[config.mk]
export PLATFORM = sky130hd
export DESIGN_NAME = if_prefetch
export DESIGN_NICKNAME = d
export VERILOG_FILES = /design/src/rtl/if_prefetch_pkg.sv /design/src/rtl/if_fifo.sv /design/src/rtl/if_prefetch.sv
export SDC_FILE = /design/constraint.sdc
export NUM_CORES = 1
export LEC_CHECK = 0
export CAP_MARGIN = 20
export CORE_MARGIN = 4
export CORE_UTILIZATION = 35
export DETAILED_ROUTE_END_ITERATION = 10
export PLACE_DENSITY = 0.57
export SLEW_MARGIN = 20
export SYNTH_ARGS = -nofsm -noshare
export SYNTH_HDL_FRONTEND = slang
export SYNTH_SLANG_ARGS = --single-unit
[constraint.sdc]
create_clock -name clk -period 11.4 [get_ports clk]
set_input_delay 2.28 -clock clk [delete_from_list [all_inputs] [get_ports clk]]
set_output_delay 2.28 -clock clk [all_outputs]
set_load 0.005 [all_outputs]
[src/rtl/if_prefetch_pkg.sv]
// Shared definitions for the instruction-fetch prefetch block.
//   WORD_W  : instruction / address word width
//   state_e : fetch FSM state encoding
//   qent_t  : one prefetch-queue entry {pc, instruction}
package if_prefetch_pkg;

  localparam int WORD_W = 16;

  typedef enum logic [1:0] {
    ST_IDLE    = 2'd0,
    ST_REQ     = 2'd1,
    ST_DISCARD = 2'd2
  } state_e;

  typedef struct packed {
    logic [WORD_W-1:0] pc;
    logic [WORD_W-1:0] instr;
  } qent_t;

  // Word-addressed PC increment; wraps naturally at 2^WORD_W.
  function automatic logic [WORD_W-1:0] pc_inc(input logic [WORD_W-1:0] pc);
    return pc + WORD_W'(1);
  endfunction

endpackage

[src/rtl/if_fifo.sv]
// Prefetch queue: circular buffer with push/pop/flush and occupancy count.
//   clk, rst      : clock, synchronous active-high reset
//   i_push/i_data : enqueue (accepted when not full, or full with a pop)
//   i_pop         : dequeue head (ignored when empty)
//   i_flush       : empty the queue; overrides push and pop
//   o_data        : head entry, read straight from storage
//   o_count       : number of valid entries
//   o_empty       : queue empty
module if_fifo #(
  parameter int DEPTH = 2,
  parameter int W     = 32
) (
  input  logic                       clk,
  input  logic                       rst,
  input  logic                       i_push,
  input  logic                       i_pop,
  input  logic                       i_flush,
  input  logic [W-1:0]               i_data,
  output logic [W-1:0]               o_data,
  output logic [$clog2(DEPTH):0]     o_count,
  output logic                       o_empty
);

  localparam int AW = $clog2(DEPTH);
  localparam int CW = AW + 1;

  logic [W-1:0]  r_mem [DEPTH];
  logic [AW-1:0] r_wr, r_rd;
  logic [CW-1:0] r_count;
  logic          w_full, w_push_ok, w_pop_ok;

  assign o_empty   = (r_count == '0);
  assign w_full    = (r_count == CW'(DEPTH));
  assign w_pop_ok  = i_pop & ~o_empty;
  // A full queue still accepts a push when the head leaves on the same edge.
  assign w_push_ok = i_push & (~w_full | w_pop_ok);

  always_ff @(posedge clk) begin
    if (rst || i_flush) begin
      r_wr    <= '0;
      r_rd    <= '0;
      r_count <= '0;
    end else begin
      if (w_push_ok) r_wr <= r_wr + 1'b1;
      if (w_pop_ok)  r_rd <= r_rd + 1'b1;
      r_count <= r_count + CW'(w_push_ok) - CW'(w_pop_ok);
    end
  end

  // Storage is not reset; readers qualify with o_empty.
  always_ff @(posedge clk) begin
    if (w_push_ok && !i_flush && !rst) r_mem[r_wr] <= i_data;
  end

  assign o_data  = r_mem[r_rd];
  assign o_count = r_count;

endmodule

[src/rtl/if_prefetch.sv]
// Instruction prefetcher: issues word reads ahead of decode into a small
// queue, handles branch redirects (flush + discard of in-flight reads).
//   clk, rst                 : clock, synchronous active-high reset
//   imem_req/imem_addr       : memory read request, held until imem_ack
//   imem_ack/imem_rdata      : read completion with data in the same cycle
//   branch_taken/_target     : one-cycle redirect from execute
//   stall                    : decode not ready, blocks dequeue
//   instr/instr_pc/instr_valid : queue head to decode
module if_prefetch
  import if_prefetch_pkg::*;
#(
  parameter int                DEPTH    = 2,
  parameter logic [WORD_W-1:0] RESET_PC = 16'h0000
) (
  input  logic              clk,
  input  logic              rst,
  output logic              imem_req,
  output logic [WORD_W-1:0] imem_addr,
  input  logic              imem_ack,
  input  logic [WORD_W-1:0] imem_rdata,
  input  logic              branch_taken,
  input  logic [WORD_W-1:0] branch_target,
  input  logic              stall,
  output logic [WORD_W-1:0] instr,
  output logic [WORD_W-1:0] instr_pc,
  output logic              instr_valid
);

  localparam int CW = $clog2(DEPTH) + 1;

  state_e            r_state, w_state_nxt;
  logic [WORD_W-1:0] r_fetch_pc, w_fetch_pc_nxt;
  logic [WORD_W-1:0] r_req_addr;
  logic              w_push, w_pop, w_empty, w_space;
  logic [CW-1:0]     w_count, w_count_nxt;
  qent_t             w_push_ent, w_head;

  if_fifo #(.DEPTH(DEPTH), .W(2*WORD_W)) u_fifo (
    .clk     (clk),
    .rst     (rst),
    .i_push  (w_push),
    .i_pop   (w_pop),
    .i_flush (branch_taken),
    .i_data  (w_push_ent),
    .o_data  (w_head),
    .o_count (w_count),
    .o_empty (w_empty)
  );

  assign w_push_ent = '{pc: r_fetch_pc, instr: imem_rdata};
  assign w_pop      = instr_valid & ~stall & ~branch_taken;

  always_comb begin
    w_state_nxt    = r_state;
    w_fetch_pc_nxt = r_fetch_pc;
    w_push         = 1'b0;

    if (r_state == ST_REQ && imem_ack && !branch_taken) begin
      w_push         = 1'b1;
      w_fetch_pc_nxt = pc_inc(r_fetch_pc);
    end
    if (branch_taken) w_fetch_pc_nxt = branch_target;

    // Credit check on post-edge occupancy with no read outstanding: a new
    // request is only issued when its data is guaranteed a slot.
    w_count_nxt = branch_taken ? '0 : (w_count + CW'(w_push) - CW'(w_pop));
    w_space     = (w_count_nxt < CW'(DEPTH));

    unique case (r_state)
      ST_IDLE: if (w_space) w_state_nxt = ST_REQ;
      ST_REQ: begin
        if (imem_ack)          w_state_nxt = (!branch_taken && w_space) ? ST_REQ : ST_IDLE;
        else if (branch_taken) w_state_nxt = ST_DISCARD;
      end
      ST_DISCARD: if (imem_ack) w_state_nxt = ST_IDLE;
      default: w_state_nxt = ST_IDLE;
    endcase
  end

  always_ff @(posedge clk) begin
    if (rst) begin
      r_state    <= ST_IDLE;
      r_fetch_pc <= RESET_PC;
      r_req_addr <= '0;
    end else begin
      r_state    <= w_state_nxt;
      r_fetch_pc <= w_fetch_pc_nxt;
      // Latched only when a request (re)starts, so the address of a read
      // being discarded stays put while fetch_pc already points at the target.
      if (w_state_nxt == ST_REQ) r_req_addr <= w_fetch_pc_nxt;
    end
  end

  // Outputs are forced quiet during reset, before the state has been cleared.
  assign imem_req    = ~rst & (r_state != ST_IDLE);
  assign imem_addr   = imem_req ? r_req_addr : '0;
  assign instr_valid = ~rst & ~w_empty;
  assign instr       = instr_valid ? w_head.instr : '0;
  assign instr_pc    = instr_valid ? w_head.pc    : '0;

endmodule
# --- Word level (Yosys, flattened, before mapping) ---
# Memory sizes are Yosys's and may differ from the RTL's. A register that Yosys moved wholly into a read port is not among the register bits.
# Index checks and enable logic that the tools add are counted.
op_classes:
  n_addsub: 7
  n_lt_le_gt_ge: 1
  bitwise_logic: 12
  n_mux: 17
  eq_ne: 4
  n_reduce_logical: 11
op_table:
  columns: ["cell", "n"]
  rows:
  - ["$mux W16", 5]
  - ["$add A16 B1 Y16 const B", 1]
  - ["$mux W2", 5]
  - ["$and A1 B1 Y1", 6]
  - ["$mux W1", 6]
  - ["$pmux W2 S3", 1]
  - ["$logic_and A1 B1 Y1", 5]
  - ["$not A1 Y1", 5]
  - ["$add A2 B1 Y2", 2]
  - ["$eq A2 B1 Y1 const B", 2]
  - ["$eq A2 B2 Y1 const B", 2]
  - ["$logic_not A2 Y1", 2]
  - ["$sub A2 B1 Y2", 2]
  - ["$add A1 B1 Y1 const B", 2]
  - ["$logic_not A1 Y1", 2]
  - ["$lt A2 B2 Y1 const B", 1]
  - ["$reduce_bool A2 Y1", 1]
  - ["$logic_or A1 B1 Y1", 1]
  - ["$or A1 B1 Y1", 1]
totals:
  ram_bits: 64
  elab_cells: 59
  memories: 1
  regBits: 38
  inputBits: 37
mem_list:
  columns: ["memory", "words", "word_bits", "read_ports", "rd_ports_with_merged_regs", "wr", "line", "rtl"]
  rows:
  - ["u_fifo.r_mem", 2, 32, 1, 1, 1, "if_fifo.sv:27", "logic [W-1:0] r_mem [DEPTH];"]

# --- Depth between registers and ports, before layout ---
depth:
  word_depth: 13
  depth_mapped: 11
  ltp_nobuf: 8

# --- Modules after synthesis ---
# A second synthesis with hierarchy kept.
unflattened:
  hier_cells: 381
  area_unflattened_um2: 4580.6
by_module_without_submodules:
  columns: ["module", "cells_per_inst", "area_per_inst_um2", "n_inst"]
  rows:
  - ["if_fifo", 125, 2571.2, 1]
  - ["if_prefetch", 256, 2009.4, 1]

# --- Worst setup path before layout ---
# OpenSTA, ideal clock, no wires.
synth_path:
  path_type: "input to register"
  from: "input imem_ack"
  to: "memory u_fifo.r_mem[0][0] (enable)"
  stages: 4
  arrival_time_ns: 5.007
  setup_ns: 0.461
  setup_slack_ns: 5.932
  path_buffers: 0
  path_cell_list: "nand3b_2 nand2b_1 nand2b_1 nor3_1"
synth_between:
  elab_chain_cells: 8
synth_lines:
  columns: ["item", "line", "rtl"]
  rows:
  - ["from (decl)", "if_prefetch.sv:19", "input logic imem_ack,"]
  - ["$logic_and A1 B1 Y1 (2 in a row)", "if_prefetch.sv:58", "if (r_state == ST_REQ && imem_ack && !branch_taken) begin"]
  - ["$mux W1", "if_prefetch.sv:58", null]
  - ["$and A1 B1 Y1", "if_fifo.sv:36", "assign w_push_ok = i_push & (~w_full | w_pop_ok);"]
  - ["$logic_and A1 B1 Y1 (2 in a row)", "if_fifo.sv:52", "if (w_push_ok && !i_flush && !rst) r_mem[r_wr] <= i_data;"]
  - ["$mux W1", "if_fifo.sv:52", null]
  - ["$mux W1 (implied by the code)", "if_fifo.sv:52", null]
  - ["to (decl)", "if_fifo.sv:27", null]
# No other way between the ends.

# --- Final worst setup path ---
layout_path:
  from: "input rst"
  to: "output instr_pc[3]"
layout_between:
  elab_chain_cells: 3
layout_lines:
  columns: ["item", "line", "rtl"]
  rows:
  - ["from (decl)", "if_prefetch.sv:16", "input logic rst,"]
  - ["$not A1 Y1", "if_prefetch.sv:97", "assign instr_valid = ~rst & ~w_empty;"]
  - ["$and A1 B1 Y1", "if_prefetch.sv:97", null]
  - ["$mux W16", "if_prefetch.sv:99", "assign instr_pc = instr_valid ? w_head.pc : '0;"]
  - ["to (decl)", "if_prefetch.sv:25", "output logic [WORD_W-1:0] instr_pc,"]
# No other way between the ends.

==> summary.txt <==
status: complete, no violations
Final WS setup: 4570 ps
NumNets Final: 499
pwr dens: 135 nW/um^2
fraction of layout cells with a size suffix above 1: 7.79%
number of port buffers: 86
starting density of the core: 36.2%
DR vias: 3038
area grow syn2layout: 29.8%
Num CTS Buffers: 9
initial antenna violation count: 0
Die Wd: 120 um
ant diodes: 0
dominant cells by area after synthesis: edfxtp_1, dfxtp_1, mux2i_1
sequential area share after synthesis: 61.1%
Mean Syn Cell Area: 11.8 um^2
static leakage: 0.00198 uW
ys async rst share: 0%
worst min path class: flop to flop
clk_skew: 9.47 ps
final period utilization: 59.9%
critical path arrival: 4550 ps
Hold Buf Count CTS: 0
crit path max fanout: 33
fmax: 0.146 GHz
Final Hold Vio Count: 0
count of cell types in the netlist: 46
Fillers: 1162
final cell count without fillers: 630
initial DRC count: 181
Tmin final: 6830 ps
GP Congestion: 0.779
Max-Slew Margin vs Limit: 31.2%
dpl hpwl: 6510 um
CTS max path bufs: 2
Worst Setup End Kind: output pin
setup TNS: 0 ps
die height: 120 um
vias in the first global route: 3048
total core area: 12200 um^2
Antenna Violating Nets Remaining: 0
Setup Fix Bufs, Post-CTS: 0
worst-margin pin slew: 1030 ps
H-tree levels: 3
CP startpoint kind: input pin
Main synth FF type: edfxtp_1
CTS tree: done
grt ovf: 0
Synth top area share: 43.4%
DRC violations left: 0
clock-pin slew on the worst setup and hold paths: 70 ps
Cell Rows: 40
area of the multi-input gates: 1590 um^2
drt first pass iters: 4
die area: 14500 um^2
Reg area: 2700 um^2
wire length per cell: 15.3 um
RSZ-0062 raised after global routing: no
placed cells: 615
Root Buffer: clkbuf_16
Vias/cell: 4.82
Worst-Skew Late Latency: 340 ps
dpl ws: 4530 ps
maximum vdd drop: 56.4 uV
max cap viols: 0
Netlist Area Pre-Place: 4420 um^2
Sink Count: 103
Final setup viols: 0
Gate Count Post-Synth: 376
Post-synth EDFFs: 64
total chip power: 775 uW
Mapped Nets: 417
Slew Limit Fails: 0
Worst EP required: 9120 ps
final wirelength: 9620 um
total track usage: 13.5%
Worst Setup Path Type: input pin to output pin
synthesized flop and latch total: 103
io pins: 87
PostCTS Resize Cnt: 0
first-pass GRT wire length: 15600 um
largest area contributor in the netlist: edfxtp_1
largest net degree at the start of global routing: 34
yosys warns: 0
-- registers in the layout, indices dropped and copies added (netlist names), named ones only --
name	flops
u_fifo.o_count	2
r_fetch_pc	16
u_fifo.r_wr	1
u_fifo.r_rd	1
r_req_addr	16
u_fifo.r_mem	64
r_state	2
-- layout by cell type (no fill, tap or decap), types with 2 or more instances in the layout --
master,count
nand3_1,12
o211ai_1,3
o21ai_1,7
clkdlybuf4s50_1,86
edfxtp_1,64
nor2_1,50
nor4_1,4
clkbuf_16,9
o21ai_0,3
a31o_2,2
xnor2_1,7
inv_1,10
mux2i_1,37
xor2_1,9
nand2b_1,4
nor3_1,12
o41ai_2,3
nor3_2,2
nand2_1,21
a31oi_1,3
buf_4,6
a21oi_1,9
o21a_1,2
nor2_2,2
nand4_1,3
nor2b_1,2
ha_1,4
nand4b_1,2
and3_1,3
dfxtp_1,38
o211a_1,2
clkinvlp_4,2
and2_1,21
inv_6,2
-- logic make-up (layout without fill, tap and decap cells) --
| group | count (synthesis) | in the layout | synth area share (%) |
|---|---|---|---|
| AND/OR/NAND/NOR | 141 | 141 | 15.7 |
| flip-flops | 103 | 103 | 61.1 |
| AO/OA/AOI/OAI | 43 | 43 | 7.16 |
| multiplexers | 38 | 38 | 8.63 |
| buffers and inverters | 31 | 117 | 3.11 |
| XOR/XNOR | 16 | 16 | 3.17 |
| adder cells (fa/ha/maj) | 4 | 4 | 1.13 |
-- worst max-delay path, stage by stage --
cell and delay [ps]:
clkdlybuf4s50_1 460, buf_4 330, inv_1 390, o21ai_2 140, buf_4 340, nor2_1 120, clkdlybuf4s50_1 460
-- synth_stat cells, drive strengths merged, types with 2 or more instances --
library cell	number
o21a	2
buf	9
nand2	21
edfxtp	64
and2	21
nand2b	4
o211a	2
nand4	3
and3	3
nor2	52
nor3	14
o41ai	3
nor4	5
mux2i	37
ha	4
a21oi	9
o211ai	3
nand4b	2
xor2	9
clkbuf	12
inv	10
nor2b	2
nand3	12
a31oi	3
a31o	3
o21ai	11
dfxtp	39
xnor2	7
-- layer usage --
metal | GRT usage (%) | share of wire [%]
met5 | 0 | 0
met3 | 4.68 | 5.8
met2 | 21.4 | 44
met1 | 18.1 | 49
met4 | 2.97 | 0.63
-- final cells by class --
class                   count  area share [%]
clock buffers               9            3.92
well taps                 168            3.66
inverters                  10           0.654
clock inverters             6            1.18
multi-input cells         242            27.7
flip-flops and latches    103            47.1
repair buffers             92            15.8
-- report_power, final --
group	total [uW]	internal, uW	switching (uW)
Combinational	59.0	30.1	28.9
Sequential	416	407	9.53
Clock	300	170	130
-- final timing paths --
path | cells after the start | endpoint | slack, ps | from
min | 2 | r_req_addr[0] | 460 | r_req_addr[0]
max | 7 | instr_pc[3] | 4570 | rst
max reg2reg | 8 | r_req_addr[10] | 8790 | r_state[0]
min reg2reg | 2 | r_req_addr[0] | 460 | r_req_addr[0]
-- stage by stage --
stage | hold slack (ps) | cell area (um^2) | util, %
after floorplan | 424 | 4420 | -
after global placement | 449 | 5450 | 44.6
final | 462 | 5740 | 47.0
after detailed placement | 441 | 5450 | 44.6
after CTS | 463 | 5740 | 47.0
after global routing | 482 | 5740 | 47.0
(Power assumes the default switching activity.)
